===== src/rtl/alu_pkg.sv =====
// Shared definitions for the ALU arbiter: ALU mode-instruction opcodes,
// the arbiter state type and a mode-instruction decoder.
package alu_pkg;

    localparam logic [7:0] CLR_CMP  = 8'h40;
    localparam logic [7:0] CMP_OFF  = 8'h41;
    localparam logic [7:0] CMP_ON   = 8'h42;
    localparam logic [7:0] SIGN_OFF = 8'h43;
    localparam logic [7:0] SIGN_ON  = 8'h44;

    typedef enum logic [2:0] {
        ST_IDLE,
        ST_ISSUE,
        ST_BUSY,
        ST_CAPTURE,
        ST_RESP
    } arbState_t;

    // Mode instructions only reconfigure the ALU and never need a start pulse.
    function automatic logic isModeOp(input logic [7:0] cins);
        return (cins == CLR_CMP) || (cins == CMP_OFF) || (cins == CMP_ON) ||
               (cins == SIGN_OFF) || (cins == SIGN_ON);
    endfunction

endpackage


===== src/rtl/alu_rr_arb.sv =====
// Two-way round-robin arbiter: one-hot grant, favouring the requester
// that was not served last (requester 0 first after reset).
module alu_rr_arb (
    input  logic       clk,
    input  logic       rst,
    input  logic [1:0] i_req,
    input  logic       i_advance,
    output logic [1:0] o_grant
);

    // Set means requester 1 was served last, so requester 0 wins a tie.
    logic r_lastServed;

    always_ff @(posedge clk or posedge rst) begin
        if (rst)
            r_lastServed <= 1'b1;
        else if (i_advance)
            r_lastServed <= o_grant[1];
    end

    always_comb begin
        o_grant = i_req;
        if (i_req == 2'b11)
            o_grant = r_lastServed ? 2'b01 : 2'b10;
    end

endmodule


===== src/rtl/alu_arbiter.sv =====
// Shares one multi-cycle ALU between two requesters with round-robin grants.
// Define ALU_ARB_TIMEOUT_EN to add a BUSY watchdog that aborts with rsp_err.
module alu_arbiter #(
    parameter int TIMEOUT_CYC = 15
) (
    input  logic        clk,
    input  logic        rst,
    input  logic [1:0]  i_req_valid,
    input  logic [15:0] i_req_cins,
    input  logic [15:0] i_req_a,
    input  logic [15:0] i_req_b,
    input  logic [1:0]  i_req_carry,
    output logic [1:0]  o_req_ready,
    output logic [1:0]  o_rsp_valid,
    input  logic [1:0]  i_rsp_ready,
    output logic [7:0]  o_rsp_data,
    output logic        o_rsp_carry,
    output logic        o_rsp_over,
    output logic        o_rsp_cmpo,
    output logic        o_rsp_err,
    output logic        o_alu_start,
    output logic        o_alu_oe,
    output logic        o_alu_carryin,
    output logic [7:0]  o_alu_cins,
    output logic [7:0]  o_alu_a,
    output logic [7:0]  o_alu_b,
    input  logic        i_alu_done,
    input  logic        i_alu_carryout,
    input  logic        i_alu_overout,
    input  logic        i_alu_cmpo,
    input  logic [7:0]  i_alu_aluout
);
    import alu_pkg::*;

    arbState_t  r_state;
    arbState_t  w_nextState;
    logic [1:0] w_grant;
    logic [1:0] r_grant;
    logic       w_accept;
    logic       w_isMode;
    logic       w_timeout;
    logic       w_capErr;
    logic [7:0] r_cins;
    logic [7:0] r_a;
    logic [7:0] r_b;
    logic       r_carry;
    logic       r_busyFirst;
    logic [7:0] r_rspData;
    logic       r_rspCarry;
    logic       r_rspOver;
    logic       r_rspCmpo;

    alu_rr_arb u_rrArb (
        .clk       (clk),
        .rst       (rst),
        .i_req     (i_req_valid),
        .i_advance (w_accept),
        .o_grant   (w_grant)
    );

    // Masking with rst keeps req_ready low while reset is held.
    assign w_accept = (r_state == ST_IDLE) && (|i_req_valid) && i_alu_done && !rst;
    assign w_isMode = isModeOp(r_cins);

    always_ff @(posedge clk or posedge rst) begin
        if (rst)
            r_state <= ST_IDLE;
        else
            r_state <= w_nextState;
    end

    always_comb begin
        w_nextState = r_state;
        o_req_ready = 2'b00;
        o_rsp_valid = 2'b00;
        o_alu_start = 1'b0;
        o_alu_oe    = 1'b0;
        case (r_state)
            ST_IDLE: begin
                if (w_accept) begin
                    o_req_ready = w_grant;
                    w_nextState = ST_ISSUE;
                end
            end
            ST_ISSUE: begin
                o_alu_start = !w_isMode;
                w_nextState = w_isMode ? ST_CAPTURE : ST_BUSY;
            end
            ST_BUSY: begin
                // done may still be high from the previous op in the first cycle
                if (w_timeout || (!r_busyFirst && i_alu_done))
                    w_nextState = ST_CAPTURE;
            end
            ST_CAPTURE: begin
                o_alu_oe    = 1'b1;
                w_nextState = ST_RESP;
            end
            ST_RESP: begin
                o_rsp_valid = r_grant;
                if (|(i_rsp_ready & r_grant))
                    w_nextState = ST_IDLE;
            end
            default: w_nextState = ST_IDLE;
        endcase
    end

    always_ff @(posedge clk or posedge rst) begin
        if (rst) begin
            r_grant     <= 2'b00;
            r_cins      <= 8'h00;
            r_a         <= 8'h00;
            r_b         <= 8'h00;
            r_carry     <= 1'b0;
            r_busyFirst <= 1'b0;
            r_rspData   <= 8'h00;
            r_rspCarry  <= 1'b0;
            r_rspOver   <= 1'b0;
            r_rspCmpo   <= 1'b0;
        end else begin
            if (w_accept) begin
                r_grant <= w_grant;
                r_cins  <= w_grant[1] ? i_req_cins[15:8] : i_req_cins[7:0];
                r_a     <= w_grant[1] ? i_req_a[15:8]    : i_req_a[7:0];
                r_b     <= w_grant[1] ? i_req_b[15:8]    : i_req_b[7:0];
                r_carry <= w_grant[1] ? i_req_carry[1]   : i_req_carry[0];
            end
            r_busyFirst <= (r_state == ST_ISSUE);
            if (r_state == ST_CAPTURE) begin
                r_rspData  <= w_capErr ? 8'h00 : i_alu_aluout;
                r_rspCarry <= !w_capErr && i_alu_carryout;
                r_rspOver  <= !w_capErr && i_alu_overout;
                r_rspCmpo  <= !w_capErr && i_alu_cmpo;
            end
        end
    end

`ifdef ALU_ARB_TIMEOUT_EN
    localparam int CntW = $clog2(TIMEOUT_CYC + 1) + 1;

    logic [CntW-1:0] r_busyCnt;
    logic            r_timedOut;
    logic            r_rspErr;

    // r_busyCnt holds the number of BUSY cycles already completed.
    always_ff @(posedge clk or posedge rst) begin
        if (rst) begin
            r_busyCnt  <= '0;
            r_timedOut <= 1'b0;
            r_rspErr   <= 1'b0;
        end else begin
            r_busyCnt  <= (r_state == ST_BUSY) ? r_busyCnt + 1'b1 : '0;
            r_timedOut <= w_timeout;
            if (r_state == ST_CAPTURE)
                r_rspErr <= r_timedOut;
        end
    end

    assign w_timeout = (r_state == ST_BUSY) && (r_busyCnt == CntW'(TIMEOUT_CYC));
    assign w_capErr  = r_timedOut;
    assign o_rsp_err = r_rspErr;
`else
    assign w_timeout = 1'b0;
    assign w_capErr  = 1'b0;
    assign o_rsp_err = 1'b0;
`endif

    assign o_alu_cins    = (r_state == ST_IDLE) ? 8'h00 : r_cins;
    assign o_alu_a       = (r_state == ST_IDLE) ? 8'h00 : r_a;
    assign o_alu_b       = (r_state == ST_IDLE) ? 8'h00 : r_b;
    assign o_alu_carryin = (r_state == ST_IDLE) ? 1'b0  : r_carry;
    assign o_rsp_data    = r_rspData;
    assign o_rsp_carry   = r_rspCarry;
    assign o_rsp_over    = r_rspOver;
    assign o_rsp_cmpo    = r_rspCmpo;

endmodule


===== config.mk =====
export PLATFORM = sky130hd
export DESIGN_NAME = alu_arbiter
export DESIGN_NICKNAME = d
export VERILOG_FILES = /design/src/rtl/alu_pkg.sv /design/src/rtl/alu_rr_arb.sv /design/src/rtl/alu_arbiter.sv
export SDC_FILE = /design/constraint.sdc
export NUM_CORES = 1
export LEC_CHECK = 0
export ABC_AREA = 1
export CORE_ASPECT_RATIO = 2
export CORE_MARGIN = 2
export CORE_UTILIZATION = 43
export DETAILED_ROUTE_END_ITERATION = 8
export HOLD_SLACK_MARGIN = 0.15
export PLACE_DENSITY_LB_ADDON = 0.1
export SLEW_MARGIN = 20
export SYNTH_ARGS = -nofsm -noshare
export SYNTH_HDL_FRONTEND = slang
export SYNTH_SLANG_ARGS = --single-unit

===== constraint.sdc =====
create_clock -name clk -period 3.4 [get_ports clk]
set_clock_uncertainty 0.1 [all_clocks]
set_input_delay 0.68 -clock clk [delete_from_list [all_inputs] [get_ports clk]]
set_output_delay 0.68 -clock clk [all_outputs]
set_load 0.05 [all_outputs]

; Word-level counts from Yosys, hierarchy flattened
; Index checks and enable logic that the tools add are counted.
[op_classes]
n_eq_ne = 13
n_mux = 20
bitwise = 1
reduce_logical = 15
[op_table]
columns = op, count
row1 = $mux 8, 6
row2 = $eq 8x7->1 const B, 5
row3 = $pmux 3 s5, 1
row4 = $mux 2, 5
row5 = $mux 3, 3
row6 = $eq 3x2->1 const B, 2
row7 = $mux 1, 5
row8 = $logic_and 1x1->1, 4
row9 = $logic_or 1x1->1, 4
row10 = $ne 2x2->1 const B, 2
row11 = $reduce_or 2->1, 2
row12 = $eq 3x1->1 const B, 1
row13 = $eq 3x3->1 const B, 1
row14 = $logic_not 1->1, 3
row15 = $logic_not 3->1, 1
row16 = $reduce_and 3->1, 1
row17 = $and 2x2->2, 1
row18 = $eq 2x2->1 const B, 1
row19 = $ne 2x1->1 const B, 1
[word_totals]
reg_bits = 43
input_bits = 68
output_inout_bits = 43
elab_cells = 61

; Logic depth before layout (Yosys ltp)
[depth]
ltp_word = 7
ltp_mapped = 8

; Modules after synthesis
; From an unflattened synthesis, not the netlist that was laid out.
[unflattened]
hier_cells = 282
hier_area_um2 = 2262.2
[modules_own_cells]
columns = module, instances, cells_per_inst, area_each_um2, seq_area_each_um2
row1 = alu_arbiter, 1, 272, 2194.6, 1051.0
row2 = alu_rr_arb, 1, 10, 67.6, 26.3

; Least setup slack after synthesis
; Ideal clock, no wire load.
[synth_path]
path_kind = input -> output
from = input port i_alu_done
to = output port o_req_ready[1]
arrival_ps = 1908
required_time_ps = 2620
setup_slack_ps = 712
path_stages = 7
cell_sequence = inv_1 -> nor2_1 -> nand2_1 -> nor2_8 -> inv_2 -> buf_6 -> nor2_1
[synth_via]
elab_chain_cells = 4
[synth_rtl]
columns = item, line
row1 = from (decl), alu_arbiter.sv:27  ; input logic i_alu_done,
row2 = $logic_and 1x1->1 (2 in a row), alu_arbiter.sv:62  ; assign w_accept = (r_state == ST_IDLE) && (|i_req_valid) && i_alu_done && !rst;
row3 = $mux 2, alu_arbiter.sv:80  ; if (w_accept) begin
row4 = $mux 2, alu_arbiter.sv:78  ; case (r_state)
row5 = to (decl), alu_arbiter.sv:13  ; output logic [1:0] o_req_ready,
; Every way passes these cells.

; Worst setup path in the final report
[layout_path]
from = register r_state[1]
to = output port o_alu_oe
[layout_via]
elab_chain_cells = 2
[layout_rtl]
columns = item, line
row1 = from (decl), alu_arbiter.sv:35  ; arbState_t r_state;
row2 = from (signal assigned), alu_arbiter.sv:69  ; r_state <= w_nextState;
row3 = $eq 3x2->1, alu_arbiter.sv:78
row4 = $mux 1, alu_arbiter.sv:78
row5 = to (decl), alu_arbiter.sv:22  ; output logic o_alu_oe,
; Every way passes these cells.

==> tab_implementation.tex <==
\begin{tabular}{lr}
\hline
Metric & Value \\
\hline
\multicolumn{2}{l}{\textbf{CTS}} \\
\quad H-tree Lvls & 2 \\
\quad TritonCTS Sinks & 43 \\
\quad Hold-fix buffer count after cts & 0 \\
\quad Source-to-sink clock delay at the later pin of the worst-skew pair & 280 ps \\
\quad Clock tree from TritonCTS & built \\
\quad Setup Buffers After CTS & 0 \\
\quad Root cell of the clock tree & sky130\_fd\_sc\_hd\_\_clkbuf\_8 \\
\quad Number of buffers created by CTS & 5 \\
\quad Clock transition at the registers of the reported paths & roughly 80 ps \\
\quad Bufs on Longest Clock Path & 2 \\
\quad Resized cells post-CTS & 0 \\
\multicolumn{2}{l}{\textbf{Yosys}} \\
\quad Cell type with the largest total area after synthesis & sky130\_fd\_sc\_hd\_\_dfrtp\_1 \\
\quad Top cell type's share of synthesized area & 0.4716 \\
\quad Post-synthesis net count & roughly 370 \\
\quad Mapped cell area & between 2000 and 2500 µm² \\
\quad Number of distinct standard cells referenced by the synthesized netlist & 23 \\
\quad Yosys warns & 0 \\
\quad Post-synthesis area per instance & approximately 7.4 µm² \\
\quad Ranking of synthesized cells by area & sky130\_fd\_sc\_hd\_\_dfrtp\_1 (47\%), sky130\_fd\_sc\_hd\_\_nand2\_1 (13\%), sky130\_fd\_sc\_hd\_\_nor2\_1 (10\%) \\
\quad Portion of the post-synthesis area used by sequential elements & 0.4834 \\
\quad Instance count of the mapped netlist & 300 \\
\quad FF+latch count, synth & 43 \\
\multicolumn{2}{l}{\textbf{Critical path}} \\
\quad Slowest cell delay on critical path & 870 ps \\
\quad Worst Path Arrival & between 2000 and 2500 ps \\
\quad Flop-to-flop setup slack & between 1500 and 2000 ps \\
\quad Sequence of cells on the critical path & inv\_1 -> nor2\_1 -> nand2\_1 -> inv\_1 -> clkdlybuf4s50\_1 \\
\quad Worst-path cell with the longest stage delay & sky130\_fd\_sc\_hd\_\_clkdlybuf4s50\_1 \\
\quad Cell repeated most along the worst path & sky130\_fd\_sc\_hd\_\_inv\_1 \\
\quad Required time reported for the critical path endpoint & about 2600 ps \\
\quad Setup crit end kind & output port \\
\quad Maximum fanout count along the critical path & 12 \\
\quad Worst Path Class, Setup & flop to output port \\
\quad Reg-to-Reg Start & u\_rrArb.r\_lastServed \\
\quad Worst R2R Path Depth & 6 \\
\quad End of the worst register-to-register path & r\_cins[2] \\
\quad Critical path startpoint category & flop \\
\multicolumn{2}{l}{\textbf{Timing}} \\
\quad Setup TNS Final & 0 ps \\
\quad Clock period minus worst slack & about 3000 ps \\
\quad Max Fclk & between 0.3 and 0.4 GHz \\
\quad Final setup fails & 0 \\
\quad Headroom to the max-slew limit & 0.4012 \\
\quad RSZ-0062 raised after global routing & false \\
\quad Final hold vios & 0 \\
\quad Transition time at the pin with the least slew margin & approximately 900 ps \\
\quad Total count of max-transition violations in the final report & 0 \\
\quad Period utilization & 0.8678 \\
\multicolumn{2}{l}{\textbf{Route}} \\
\quad Drt first pass iters & 4 \\
\quad Routed length per instance & between 10 and 15 µm \\
\quad Post-route DRC & 0 \\
\quad Via density per instance & about 4.7 \\
\quad Antenna Nets Post-Route & 0 \\
\quad Total wirelength of the detailed-routed design & about 5900 µm \\
\quad Detailed Route Iter0 Violations & between 40 and 50 \\
\quad Routed vias & approximately 2200 \\
\multicolumn{2}{l}{\textbf{Cells and area}} \\
\quad Count of fill cells added during filler insertion & between 400 and 500 \\
\quad Most frequent standard cell in the layout excluding fill and tap cells & sky130\_fd\_sc\_hd\_\_clkdlybuf4s50\_1 \\
\quad Storage element area & approximately 1100 µm² \\
\quad Area added between synthesis and finish & 54.74\% \\
\quad Final std cell area, no fill & $\sim$3400 µm² \\
\quad Footprint of the multi-input gates & around 880 µm² \\
\quad Net count, final & between 400 and 500 \\
\quad Fraction of layout instances using a drive strength above 1 & 0.07317 \\
\quad Antenna fix cells & 0 \\
\quad Most used cells in the layout excluding fill and tap cells & sky130\_fd\_sc\_hd\_\_clkdlybuf4s50\_1 (104), sky130\_fd\_sc\_hd\_\_nand2\_1 (77), sky130\_fd\_sc\_hd\_\_nor2\_1 (60) \\
\multicolumn{2}{l}{\textbf{Power}} \\
\quad Peak supply drop & 0.6747 mV \\
\quad Leakage power & roughly 1.6 nW \\
\quad Pwr Total & $\sim$0.0034 W \\
\quad Pwr dens & approximately 1000 nW/µm² \\
\multicolumn{2}{l}{\textbf{Min path}} \\
\quad Hold Path Sink & o\_rsp\_data[4] \\
\quad Min-Delay Startpoint & o\_rsp\_data[4] \\
\quad WHS Path Cells & 2 \\
\quad Class of the tightest hold or removal check & flop to flop \\
\multicolumn{2}{l}{\textbf{Die}} \\
\quad Count of standard-cell rows & 37 \\
\quad Width of the die & roughly 55 µm \\
\quad Initial core utilization & 0.4376 \\
\quad Vertical die dimension & approximately 110 µm \\
\quad I/O pins & about 110 \\
\quad Standard cell core area & between 5000 and 6000 µm² \\
\quad Full die area & just under 6000 µm² \\
\multicolumn{2}{l}{\textbf{Place}} \\
\quad Instance area after placement & roughly 3300 µm² \\
\quad Global placer's final weighted congestion & 0.8075 \\
\quad I/O Buffers & between 100 and 150 \\
\quad HPWL Detailed & approximately 4400 µm \\
\multicolumn{2}{l}{\textbf{Global route}} \\
\quad All-layer global routing usage & 0.2174 \\
\quad Vias in the first global route & 2175 \\
\quad Pin count of the biggest net entering global routing & 44 \\
\quad Antenna violations before repair & 0 \\
\quad Global route overflow & 0 \\
\quad Wire length of the first global-routing pass & approximately 9400 µm \\
\multicolumn{2}{l}{\textbf{Run}} \\
\quad Max capacitance violation total & 0 \\
\multicolumn{2}{l}{\textbf{Run status}} \\
\quad Result of the run & finished clean \\
\hline
\end{tabular}
## layer usage
layer / wire length, µm / share of wire / track usage
met5: 0 / 0 / 0
met4: 143 / 0.024 / 0.08188
met3: 302 / 0.052 / 0.03824
met2: 3285 / 0.56 / 0.3912
met1: 2119 / 0.36 / 0.2354
## cell usage after synthesis
cell type,number
sky130_fd_sc_hd__nand2_1,77
sky130_fd_sc_hd__nor2_1,60
sky130_fd_sc_hd__dfrtp_1,42
sky130_fd_sc_hd__inv_1,39
sky130_fd_sc_hd__o21ai_0,26
sky130_fd_sc_hd__o21ai_1,25
sky130_fd_sc_hd__buf_6,5
sky130_fd_sc_hd__buf_4,4
sky130_fd_sc_hd__buf_2,3
sky130_fd_sc_hd__inv_2,3
sky130_fd_sc_hd__clkbuf_1,2
sky130_fd_sc_hd__nand3_1,2
sky130_fd_sc_hd__nor2_8,2
sky130_fd_sc_hd__a21oi_1,1
sky130_fd_sc_hd__a21oi_2,1
sky130_fd_sc_hd__clkinv_1,1
sky130_fd_sc_hd__conb_1,1
sky130_fd_sc_hd__dfstp_2,1
sky130_fd_sc_hd__nand3_4,1
sky130_fd_sc_hd__nand4_1,1
sky130_fd_sc_hd__nor2_2,1
sky130_fd_sc_hd__nor3_1,1
sky130_fd_sc_hd__o21ai_2,1
## flip-flops by register name (all words and copies together), names as in the netlist
register	count
r_a	8
r_cins	8
o_rsp_over	1
r_grant	2
r_busyFirst	1
o_rsp_data	8
u_rrArb.r_lastServed	1
r_carry	1
o_rsp_cmpo	1
r_state	3
o_rsp_carry	1
r_b	8
## metrics by stage
| stage | setup WS [ps] | utilization | hold WS, ps | instances |
|---|---|---|---|---|
| 2_1_floorplan | 712.5 | - | 319.7 | 300 |
| 3_3_place_gp | 589.8 | 0.6575 | 337.9 | 460 |
| 3_5_place_dp | 566.6 | 0.6575 | 365.0 | 460 |
| 4_1_cts | 446.9 | 0.6772 | 382.1 | 468 |
| 5_1_grt | 304.5 | 0.6772 | 413.0 | 468 |
| 6_report | 449.5 | 0.6772 | 378.1 | 468 |
## final cells by class
cell class | count | share of cell area
tap | 58 | 0.02104
sequential | 43 | 0.3124
clock buffer | 8 | 0.02903
inverter | 43 | 0.04681
multi-input combinational | 200 | 0.2554
timing repair buffer | 116 | 0.3353
## worst max path at each step
stage / depth (start not counted) / to / startpoint / slack, ps
CTS: 5 / o_alu_oe / r_state[1] / 450
global route: 5 / o_alu_oe / r_state[1] / 300
finish: 5 / o_alu_oe / r_state[1] / 450
floorplan: 7 / o_req_ready[1] / i_alu_done / 710
detailed placement: 8 / o_req_ready[1] / i_alu_done / 570
global placement: 8 / o_req_ready[1] / i_alu_done / 590
## kinds of logic after synthesis
group,after synthesis,share of synthesized area
other,1,0.001683
AO/OA/AOI/OAI,54,0.1246
flip-flops,43,0.4834
AND/OR/NAND/NOR,145,0.2690
buffers and inverters,57,0.1213
## worst max-delay path: cells and delay by family, from the launching register on
kind                   cells  cell delay, ps
buffers and inverters      3            1260
flip-flops                 1             370
AND/OR/NAND/NOR            2             270
## power by group
group	leakage, nW	internal [W]	switching, W
Sequential	0.533	0.000759	0.000136
Combinational	1.06	0.000728	0.00146
Clock	0.0515	0.000185	0.000164
Total	1.64	0.00167	0.00176
No activity file was read; power rests on OpenSTA's default activity.
